--- config.mk ---
export PLATFORM = sky130hd
export DESIGN_NAME = multicycle_control_fsm_flat
export DESIGN_NICKNAME = d
export VERILOG_FILES = /design/src/rtl/multicycle_control_fsm_if.sv /design/src/rtl/multicycle_control_fsm.sv /design/src/flat_wrapper.sv
export SDC_FILE = /design/constraint.sdc
export NUM_CORES = 1
export LEC_CHECK = 0
export BUFFER_PORTS_ARGS = -buffer_cell sky130_fd_sc_hd__buf_2
export CAP_MARGIN = 30
export CORE_UTILIZATION = 35
export DETAILED_ROUTE_END_ITERATION = 6
export MAX_ROUTING_LAYER = met4
export PLACE_DENSITY = 0.74
export SLEW_MARGIN = 15
export SYNTH_ARGS = -nofsm -noshare
export SYNTH_HDL_FRONTEND = slang
export SYNTH_SLANG_ARGS = --single-unit
--- constraint.sdc ---
create_clock -name clk -period 4 [get_ports clk]
set_input_delay 0.6 -clock clk [delete_from_list [all_inputs] [get_ports clk]]
set_output_delay 0.6 -clock clk [all_outputs]
set_load 0.02 [all_outputs]
--- src/rtl/multicycle_control_fsm_if.sv ---
// Control bundle between the multicycle control FSM and the datapath.
// The control unit is the master; the datapath is the slave.
interface multicycle_control_fsm_if #(
    parameter int STATE_W = 5
);
    logic [5:0]         op;
    logic [5:0]         funct;
    logic               zero;
    logic               PCen;
    logic               IorD;
    logic               IRWrite;
    logic               MemWrite;
    logic               RegWrite;
    logic               ALUSrcA;
    logic               Ori;
    logic               ANDIsel;
    logic [1:0]         ALUSrcB;
    logic [1:0]         PCSrc;
    logic [1:0]         RegDst;
    logic [1:0]         MemtoReg;
    logic [2:0]         ALUControl;
    logic               instr_done_o;
    logic               illegal_o;
    logic [STATE_W-1:0] state_o;

    modport master (
        input  op, funct, zero,
        output PCen, IorD, IRWrite, MemWrite, RegWrite,
        output ALUSrcA, Ori, ANDIsel,
        output ALUSrcB, PCSrc, RegDst, MemtoReg, ALUControl,
        output instr_done_o, illegal_o, state_o
    );

    modport slave (
        output op, funct, zero,
        input  PCen, IorD, IRWrite, MemWrite, RegWrite,
        input  ALUSrcA, Ori, ANDIsel,
        input  ALUSrcB, PCSrc, RegDst, MemtoReg, ALUControl,
        input  instr_done_o, illegal_o, state_o
    );
endinterface

--- src/rtl/multicycle_control_fsm.sv ---
// Moore control FSM for the multicycle MIPS core.
// Outputs decode from the registered state; PCen also sees zero in BRANCH.
module multicycle_control_fsm #(
    parameter int         STATE_W = 5,
    parameter logic [5:0] OP_IN   = 6'h3E,
    parameter logic [5:0] OP_OUT  = 6'h3F
) (
    input logic                   clk,
    input logic                   reset,
    multicycle_control_fsm_if.master bus
);
    localparam logic [STATE_W-1:0] S_RST    = STATE_W'(0);
    localparam logic [STATE_W-1:0] S_FETCH  = STATE_W'(1);
    localparam logic [STATE_W-1:0] S_DECODE = STATE_W'(2);
    localparam logic [STATE_W-1:0] S_MEMADR = STATE_W'(3);
    localparam logic [STATE_W-1:0] S_MEMRD  = STATE_W'(4);
    localparam logic [STATE_W-1:0] S_MEMWB  = STATE_W'(5);
    localparam logic [STATE_W-1:0] S_MEMWR  = STATE_W'(6);
    localparam logic [STATE_W-1:0] S_RTYPE  = STATE_W'(7);
    localparam logic [STATE_W-1:0] S_ALUWB  = STATE_W'(8);
    localparam logic [STATE_W-1:0] S_ADDI   = STATE_W'(9);
    localparam logic [STATE_W-1:0] S_ANDI   = STATE_W'(10);
    localparam logic [STATE_W-1:0] S_ORI    = STATE_W'(11);
    localparam logic [STATE_W-1:0] S_IMMWB  = STATE_W'(12);
    localparam logic [STATE_W-1:0] S_GIN    = STATE_W'(13);
    localparam logic [STATE_W-1:0] S_GOUT   = STATE_W'(14);
    localparam logic [STATE_W-1:0] S_BRANCH = STATE_W'(15);
    localparam logic [STATE_W-1:0] S_JUMP   = STATE_W'(16);
    localparam logic [STATE_W-1:0] S_JAL    = STATE_W'(17);
    localparam logic [STATE_W-1:0] S_JR     = STATE_W'(18);

    localparam logic [2:0] ALU_AND = 3'b000;
    localparam logic [2:0] ALU_OR  = 3'b001;
    localparam logic [2:0] ALU_ADD = 3'b010;
    localparam logic [2:0] ALU_SUB = 3'b110;
    localparam logic [2:0] ALU_SLT = 3'b111;

    logic [STATE_W-1:0] state;
    logic [STATE_W-1:0] next;
    logic               illegal;
    logic               set_ill;

    always_ff @(posedge clk or negedge reset) begin
        if (!reset) begin
            state   <= S_RST;
            illegal <= 1'b0;
        end else begin
            state <= next;
            if (set_ill) illegal <= 1'b1;
        end
    end

    assign bus.illegal_o = illegal;
    assign bus.state_o   = state;

    always_comb begin
        next             = S_FETCH;
        set_ill          = 1'b0;
        bus.PCen         = 1'b0;
        bus.IorD         = 1'b0;
        bus.IRWrite      = 1'b0;
        bus.MemWrite     = 1'b0;
        bus.RegWrite     = 1'b0;
        bus.ALUSrcA      = 1'b0;
        bus.Ori          = 1'b0;
        bus.ANDIsel      = 1'b0;
        bus.ALUSrcB      = 2'b00;
        bus.PCSrc        = 2'b00;
        bus.RegDst       = 2'b00;
        bus.MemtoReg     = 2'b00;
        bus.ALUControl   = ALU_AND;
        bus.instr_done_o = 1'b0;
        case (state)
            S_RST: next = S_FETCH;
            S_FETCH: begin
                bus.IRWrite    = 1'b1;
                bus.ALUSrcB    = 2'b01;
                bus.ALUControl = ALU_ADD;
                bus.PCen       = 1'b1;
                next           = S_DECODE;
            end
            S_DECODE: begin
                // Branch target is computed here, ahead of knowing the op.
                bus.ALUSrcB    = 2'b11;
                bus.ALUControl = ALU_ADD;
                case (bus.op)
                    6'h23, 6'h2B: next = S_MEMADR;
                    6'h00: next = (bus.funct == 6'h08) ? S_JR : S_RTYPE;
                    6'h08: next = S_ADDI;
                    6'h0C: next = S_ANDI;
                    6'h0D: next = S_ORI;
                    6'h04, 6'h05: next = S_BRANCH;
                    6'h02: next = S_JUMP;
                    6'h03: next = S_JAL;
                    OP_IN: next = S_GIN;
                    OP_OUT: next = S_GOUT;
                    default: begin
                        set_ill          = 1'b1;
                        bus.instr_done_o = 1'b1;
                        next             = S_FETCH;
                    end
                endcase
            end
            S_MEMADR: begin
                bus.ALUSrcA    = 1'b1;
                bus.ALUSrcB    = 2'b10;
                bus.ALUControl = ALU_ADD;
                next = (bus.op == 6'h23) ? S_MEMRD : S_MEMWR;
            end
            S_MEMRD: begin
                bus.IorD = 1'b1;
                next     = S_MEMWB;
            end
            S_MEMWB: begin
                bus.IorD         = 1'b1;
                bus.MemtoReg     = 2'b01;
                bus.RegWrite     = 1'b1;
                bus.instr_done_o = 1'b1;
            end
            S_MEMWR: begin
                bus.IorD         = 1'b1;
                bus.MemWrite     = 1'b1;
                bus.instr_done_o = 1'b1;
            end
            S_RTYPE: begin
                bus.ALUSrcA = 1'b1;
                next        = S_ALUWB;
                case (bus.funct)
                    6'h20: bus.ALUControl = ALU_ADD;
                    6'h22: bus.ALUControl = ALU_SUB;
                    6'h24: bus.ALUControl = ALU_AND;
                    6'h25: bus.ALUControl = ALU_OR;
                    6'h2A: bus.ALUControl = ALU_SLT;
                    default: begin
                        bus.ALUControl   = ALU_ADD;
                        set_ill          = 1'b1;
                        bus.instr_done_o = 1'b1;
                        next             = S_FETCH;
                    end
                endcase
            end
            S_ALUWB: begin
                bus.RegDst       = 2'b01;
                bus.RegWrite     = 1'b1;
                bus.instr_done_o = 1'b1;
            end
            S_ADDI, S_ANDI, S_ORI, S_GIN: begin
                bus.ALUSrcA = 1'b1;
                bus.ALUSrcB = 2'b10;
                bus.Ori     = (state == S_GIN);
                bus.ALUControl = (state == S_ANDI) ? ALU_AND :
                                 (state == S_ORI)  ? ALU_OR  : ALU_ADD;
                next = S_IMMWB;
            end
            S_IMMWB: begin
                bus.RegWrite     = 1'b1;
                bus.instr_done_o = 1'b1;
            end
            S_GOUT: begin
                bus.ANDIsel      = 1'b1;
                bus.instr_done_o = 1'b1;
            end
            S_BRANCH: begin
                bus.ALUSrcA      = 1'b1;
                bus.ALUControl   = ALU_SUB;
                bus.PCSrc        = 2'b01;
                bus.PCen = (bus.op == 6'h05) ? ~bus.zero : bus.zero;
                bus.instr_done_o = 1'b1;
            end
            S_JUMP: begin
                bus.PCSrc        = 2'b10;
                bus.PCen         = 1'b1;
                bus.instr_done_o = 1'b1;
            end
            S_JAL: begin
                // Link writes the already-incremented PC before it moves.
                bus.PCSrc        = 2'b10;
                bus.PCen         = 1'b1;
                bus.RegDst       = 2'b10;
                bus.MemtoReg     = 2'b10;
                bus.RegWrite     = 1'b1;
                bus.instr_done_o = 1'b1;
            end
            S_JR: begin
                bus.PCSrc        = 2'b11;
                bus.PCen         = 1'b1;
                bus.instr_done_o = 1'b1;
            end
            default: next = S_FETCH;
        endcase
    end
endmodule

--- src/flat_wrapper.sv ---
// flat-port wrapper written by rule: the top's interface ports become plain ports
module multicycle_control_fsm_flat 
#(
    parameter int         STATE_W = 5,
    parameter logic [5:0] OP_IN   = 6'h3E,
    parameter logic [5:0] OP_OUT  = 6'h3F
)
  (clk, reset, bus_op, bus_funct, bus_zero, bus_PCen, bus_IorD, bus_IRWrite, bus_MemWrite, bus_RegWrite, bus_ALUSrcA, bus_Ori, bus_ANDIsel, bus_ALUSrcB, bus_PCSrc, bus_RegDst, bus_MemtoReg, bus_ALUControl, bus_instr_done_o, bus_illegal_o, bus_state_o);
  multicycle_control_fsm_if #(.STATE_W(STATE_W)) bus_i ();
  input logic clk;
  input logic reset;
  input wire logic [$bits(bus_i.op)-1:0] bus_op;
  input wire logic [$bits(bus_i.funct)-1:0] bus_funct;
  input wire logic [$bits(bus_i.zero)-1:0] bus_zero;
  output wire logic [$bits(bus_i.PCen)-1:0] bus_PCen;
  output wire logic [$bits(bus_i.IorD)-1:0] bus_IorD;
  output wire logic [$bits(bus_i.IRWrite)-1:0] bus_IRWrite;
  output wire logic [$bits(bus_i.MemWrite)-1:0] bus_MemWrite;
  output wire logic [$bits(bus_i.RegWrite)-1:0] bus_RegWrite;
  output wire logic [$bits(bus_i.ALUSrcA)-1:0] bus_ALUSrcA;
  output wire logic [$bits(bus_i.Ori)-1:0] bus_Ori;
  output wire logic [$bits(bus_i.ANDIsel)-1:0] bus_ANDIsel;
  output wire logic [$bits(bus_i.ALUSrcB)-1:0] bus_ALUSrcB;
  output wire logic [$bits(bus_i.PCSrc)-1:0] bus_PCSrc;
  output wire logic [$bits(bus_i.RegDst)-1:0] bus_RegDst;
  output wire logic [$bits(bus_i.MemtoReg)-1:0] bus_MemtoReg;
  output wire logic [$bits(bus_i.ALUControl)-1:0] bus_ALUControl;
  output wire logic [$bits(bus_i.instr_done_o)-1:0] bus_instr_done_o;
  output wire logic [$bits(bus_i.illegal_o)-1:0] bus_illegal_o;
  output wire logic [$bits(bus_i.state_o)-1:0] bus_state_o;
  assign bus_i.op = bus_op;
  assign bus_i.funct = bus_funct;
  assign bus_i.zero = bus_zero;
  assign bus_PCen = bus_i.PCen;
  assign bus_IorD = bus_i.IorD;
  assign bus_IRWrite = bus_i.IRWrite;
  assign bus_MemWrite = bus_i.MemWrite;
  assign bus_RegWrite = bus_i.RegWrite;
  assign bus_ALUSrcA = bus_i.ALUSrcA;
  assign bus_Ori = bus_i.Ori;
  assign bus_ANDIsel = bus_i.ANDIsel;
  assign bus_ALUSrcB = bus_i.ALUSrcB;
  assign bus_PCSrc = bus_i.PCSrc;
  assign bus_RegDst = bus_i.RegDst;
  assign bus_MemtoReg = bus_i.MemtoReg;
  assign bus_ALUControl = bus_i.ALUControl;
  assign bus_instr_done_o = bus_i.instr_done_o;
  assign bus_illegal_o = bus_i.illegal_o;
  assign bus_state_o = bus_i.state_o;
  multicycle_control_fsm #(.STATE_W(STATE_W), .OP_IN(OP_IN), .OP_OUT(OP_OUT)) u_core (.clk(clk), .reset(reset), .bus(bus_i));
endmodule
==> results.toml <==
[synthesis]
synthesis.area_sq_um = 936
synth-async-reset-ratio = 1.00
synth_cells = 145
muxShareOfSynthArea = 0.0107
synth_compound_area_frac = 0.273
synth-simple-area-share = 0.447
ys_ff_latch = 6
synthXorXnorAreaFrac = 0.0187
synth_top_family_by_area = "simple AND/OR/NAND/NOR gates"
synth.top_cell.area_share = 0.160
synth.area.top_cells = "dfrtp_1, nand2_1, a21oi_1"
synth-adder-area-share = 0
synthFlopType = "dfrtp_1"
ys_types = 43
yosysWarnings = 0
syn_avg_cell_area_sq_um = 6.45
synth_edf_count = 0
syn_nets = 160
yosysSeqAreaShare = 0.160
synth_top_area_cell = "dfrtp_1"

[setup_path]
crit_path_top_delay_cell = "or4_1"
required_ns = 3.40
setup.worst_path.class = "input port to primary output"
crit_path_start_kind = "input port"
slowest_delay_ns = 0.56
cp.arrival_ns = 2.07
worstPathCellList = "buf_2 -> or4_1 -> nor2_1 -> xor2_1 -> a31oi_1 -> a21oi_1 -> buf_2"
path_common_cell = "buf_2"
cp-end-kind = "primary output"
path_max_fanout = 12

[final_layout]
final_nets = 193
antennaDiodeCount = 0
syn2layout_area_growth_pct = 21.1
fillers = 270
stdcell_count = 206
drive_gt1_frac = 0.284

[die]
dieArea_sq_um = 2880
start_util = 0.374
placementRows = 18
die_h_microns = 53.7
boundaryPins = 41
core-area_sq_um = 2500
die_x_microns = 53.7

[sta]
period_minus_slack_ns = 2.67
finalClockSkew_ns = 0.00265
setup_viol = 0
fmax_mhz = 374
final_hold_viol_count = 0
worst_pin_slew_ns = 0.728
worst_hold_slack_ns = 0.176
rsz0062_at_grt = "no"
fin_crit_sh = 0.668
final_max_slew_viol_count = 0
finalSetupTns_ns = 0
slew_headroom = 0.515

[grt]
overflow = 0
antenna_found_initial = 0
grt_pass1_vias = 934
grt_pass1_wl_microns = 3970
track_usage = 0.187
grt_max_degree = 25

[routing]
drtIter0Drc = 19
wl_per_cell_microns = 12.0
via_per_inst = 5.60
dr_wl_met3_microns = 150
drc_errors = 0
highest-signal-layer = "met3"
wirelength_microns = 2470
postRouteAntennaNets = 0
wl_met2_microns = 1120
met1Wirelength_microns = 1190
drt-pass1-iter-count = 4
num_vias = 1153

[run_status]
status = "completed"

[pwr]
p_leak_nw = 0.521
cellPowerDensity_nw_per_um2 = 562
power_mw = 0.637
vdd_drop_max_mv = 0.349

[clock_tree]
cts_sinks = 6
cts_tree = "done"
clockRootBuffer = "clkbuf_4"
cts_made_buffers = 3
htree_levels = 1
ctsResizeCount = 0
postCtsHoldBufs = 0
cts_setup_buffers = 0
path_clk_slew_ns = 0.04
clk_latency_ns = 0.24
clockBufferDepth = 2

[placed_design]
dp_cells = 203
routabilityCongestion = 0.794
dp_hpwl_microns = 1850
port_buffers = 40

[flow_run]
maxCapViolations = 0

[worst_hold_path]
hold_class = "input port to async pin"
==> kinds of logic (layout without fill, tap and decap cells) <==
logic type,after synthesis,count (layout)
xor+xnor,2,2
simple gates,78,78
buf+inv,18,49
mux,1,1
flops,6,6
compound gates,40,40
==> registers in the layout, indices dropped and copies added (netlist names) <==
register and flops:
u_core.bus.state_o 5, u_core.bus.illegal_o 1
==> critical path, delay by kind of cell <==
family / cells / cell delay, ns
compound gates: 2 / 0.27
buf+inv: 2 / 0.35
xor+xnor: 1 / 0.15
simple gates: 2 / 0.70
==> cells in the mapped netlist, types with 2 or more instances <==
cell and n:
nand2_1 19, nor2_1 14, a21oi_1 11, o21ai_0 9
nand2b_1 8, nor3_1 8, dfrtp_1 6, nor2b_1 5
a31oi_1 4, buf_4 4, clkbuf_1 4, inv_1 4
and3_1 3, nand3_1 3, nand4_1 3, o22ai_1 3
a21boi_0 2, a22oi_1 2, a32oi_1 2, buf_1 2
buf_2 2, inv_2 2, nor3b_1 2, nor4_1 2
nor4b_1 2, or2_2 2
==> path summary, 6_finish.rpt <==
| check | from | to | slack [ns] | depth (start not counted) |
|---|---|---|---|---|
| min | reset | u_core.bus.illegal_o | 0.18 | 1 |
| min in group clk | u_core.bus.illegal_o | u_core.bus.illegal_o | 0.49 | 1 |
| max | bus_op[1] | bus_PCen | 1.33 | 7 |
| max reg2reg | u_core.bus.state_o[0] | u_core.bus.state_o[4] | 2.09 | 5 |
| max in group asynchronous | reset | u_core.bus.state_o[4] | 3.68 | 1 |
| min reg2reg | u_core.bus.illegal_o | u_core.bus.illegal_o | 0.49 | 1 |
==> per-layer routing <==
layer | vias up | track usage
met1 | 521 | 0.243
met3 | 0 | 0.0254
met4 | 0 | 0.0263
li1 | 593 | -
met5 | - | -
met2 | 39 | 0.311
==> where the power goes <==
part | switching (mW) | internal (mW) | leakage (nW)
clock | 0.0184 | 0.0337 | 0.0138
sequential | 0.0805 | 0.0772 | 0.0735
combinational | 0.264 | 0.163 | 0.434
==> area by class of cell <==
cell class | count | area [sq um] | area share
Timing Repair Buffer | 40 | 200 | 0.177
Tap cell | 30 | 37.5 | 0.0331
Clock buffer | 3 | 22.5 | 0.0199
Sequential cell | 6 | 150 | 0.132
Inverter | 6 | 22.5 | 0.0199
Multi-Input combinational cell | 121 | 701 | 0.618
==> cell usage in the layout (no fill, tap or decap), types with 2 or more instances in the layout <==
cell type	Yosys	layout
nor3b_1	2	2
a31oi_1	4	4
clkbuf_4	0	3
dfrtp_1	6	6
nand3_1	3	3
o21ai_0	9	9
inv_2	2	2
nand4_1	3	3
nor2_1	14	14
nor4_1	2	2
a21oi_1	11	11
a32oi_1	2	2
inv_1	4	4
nand2_1	19	19
nor3_1	8	8
a22oi_1	2	2
o22ai_1	3	3
nand2b_1	8	8
nor2b_1	5	5
buf_2	2	40
nor4b_1	2	2
a21boi_0	2	2
or2_2	2	2
and3_1	3	3
==> metrics by stage <==
stage	util	cell area, sq um	setup slack, ns
final	0.453	1130	1.33
after global routing	0.453	1130	1.20
after CTS	0.453	1130	1.33
after detailed placement	0.444	1110	1.33
after global placement	0.444	1110	1.35
after floorplan	-	936	1.53
(Power assumes the default switching activity.)
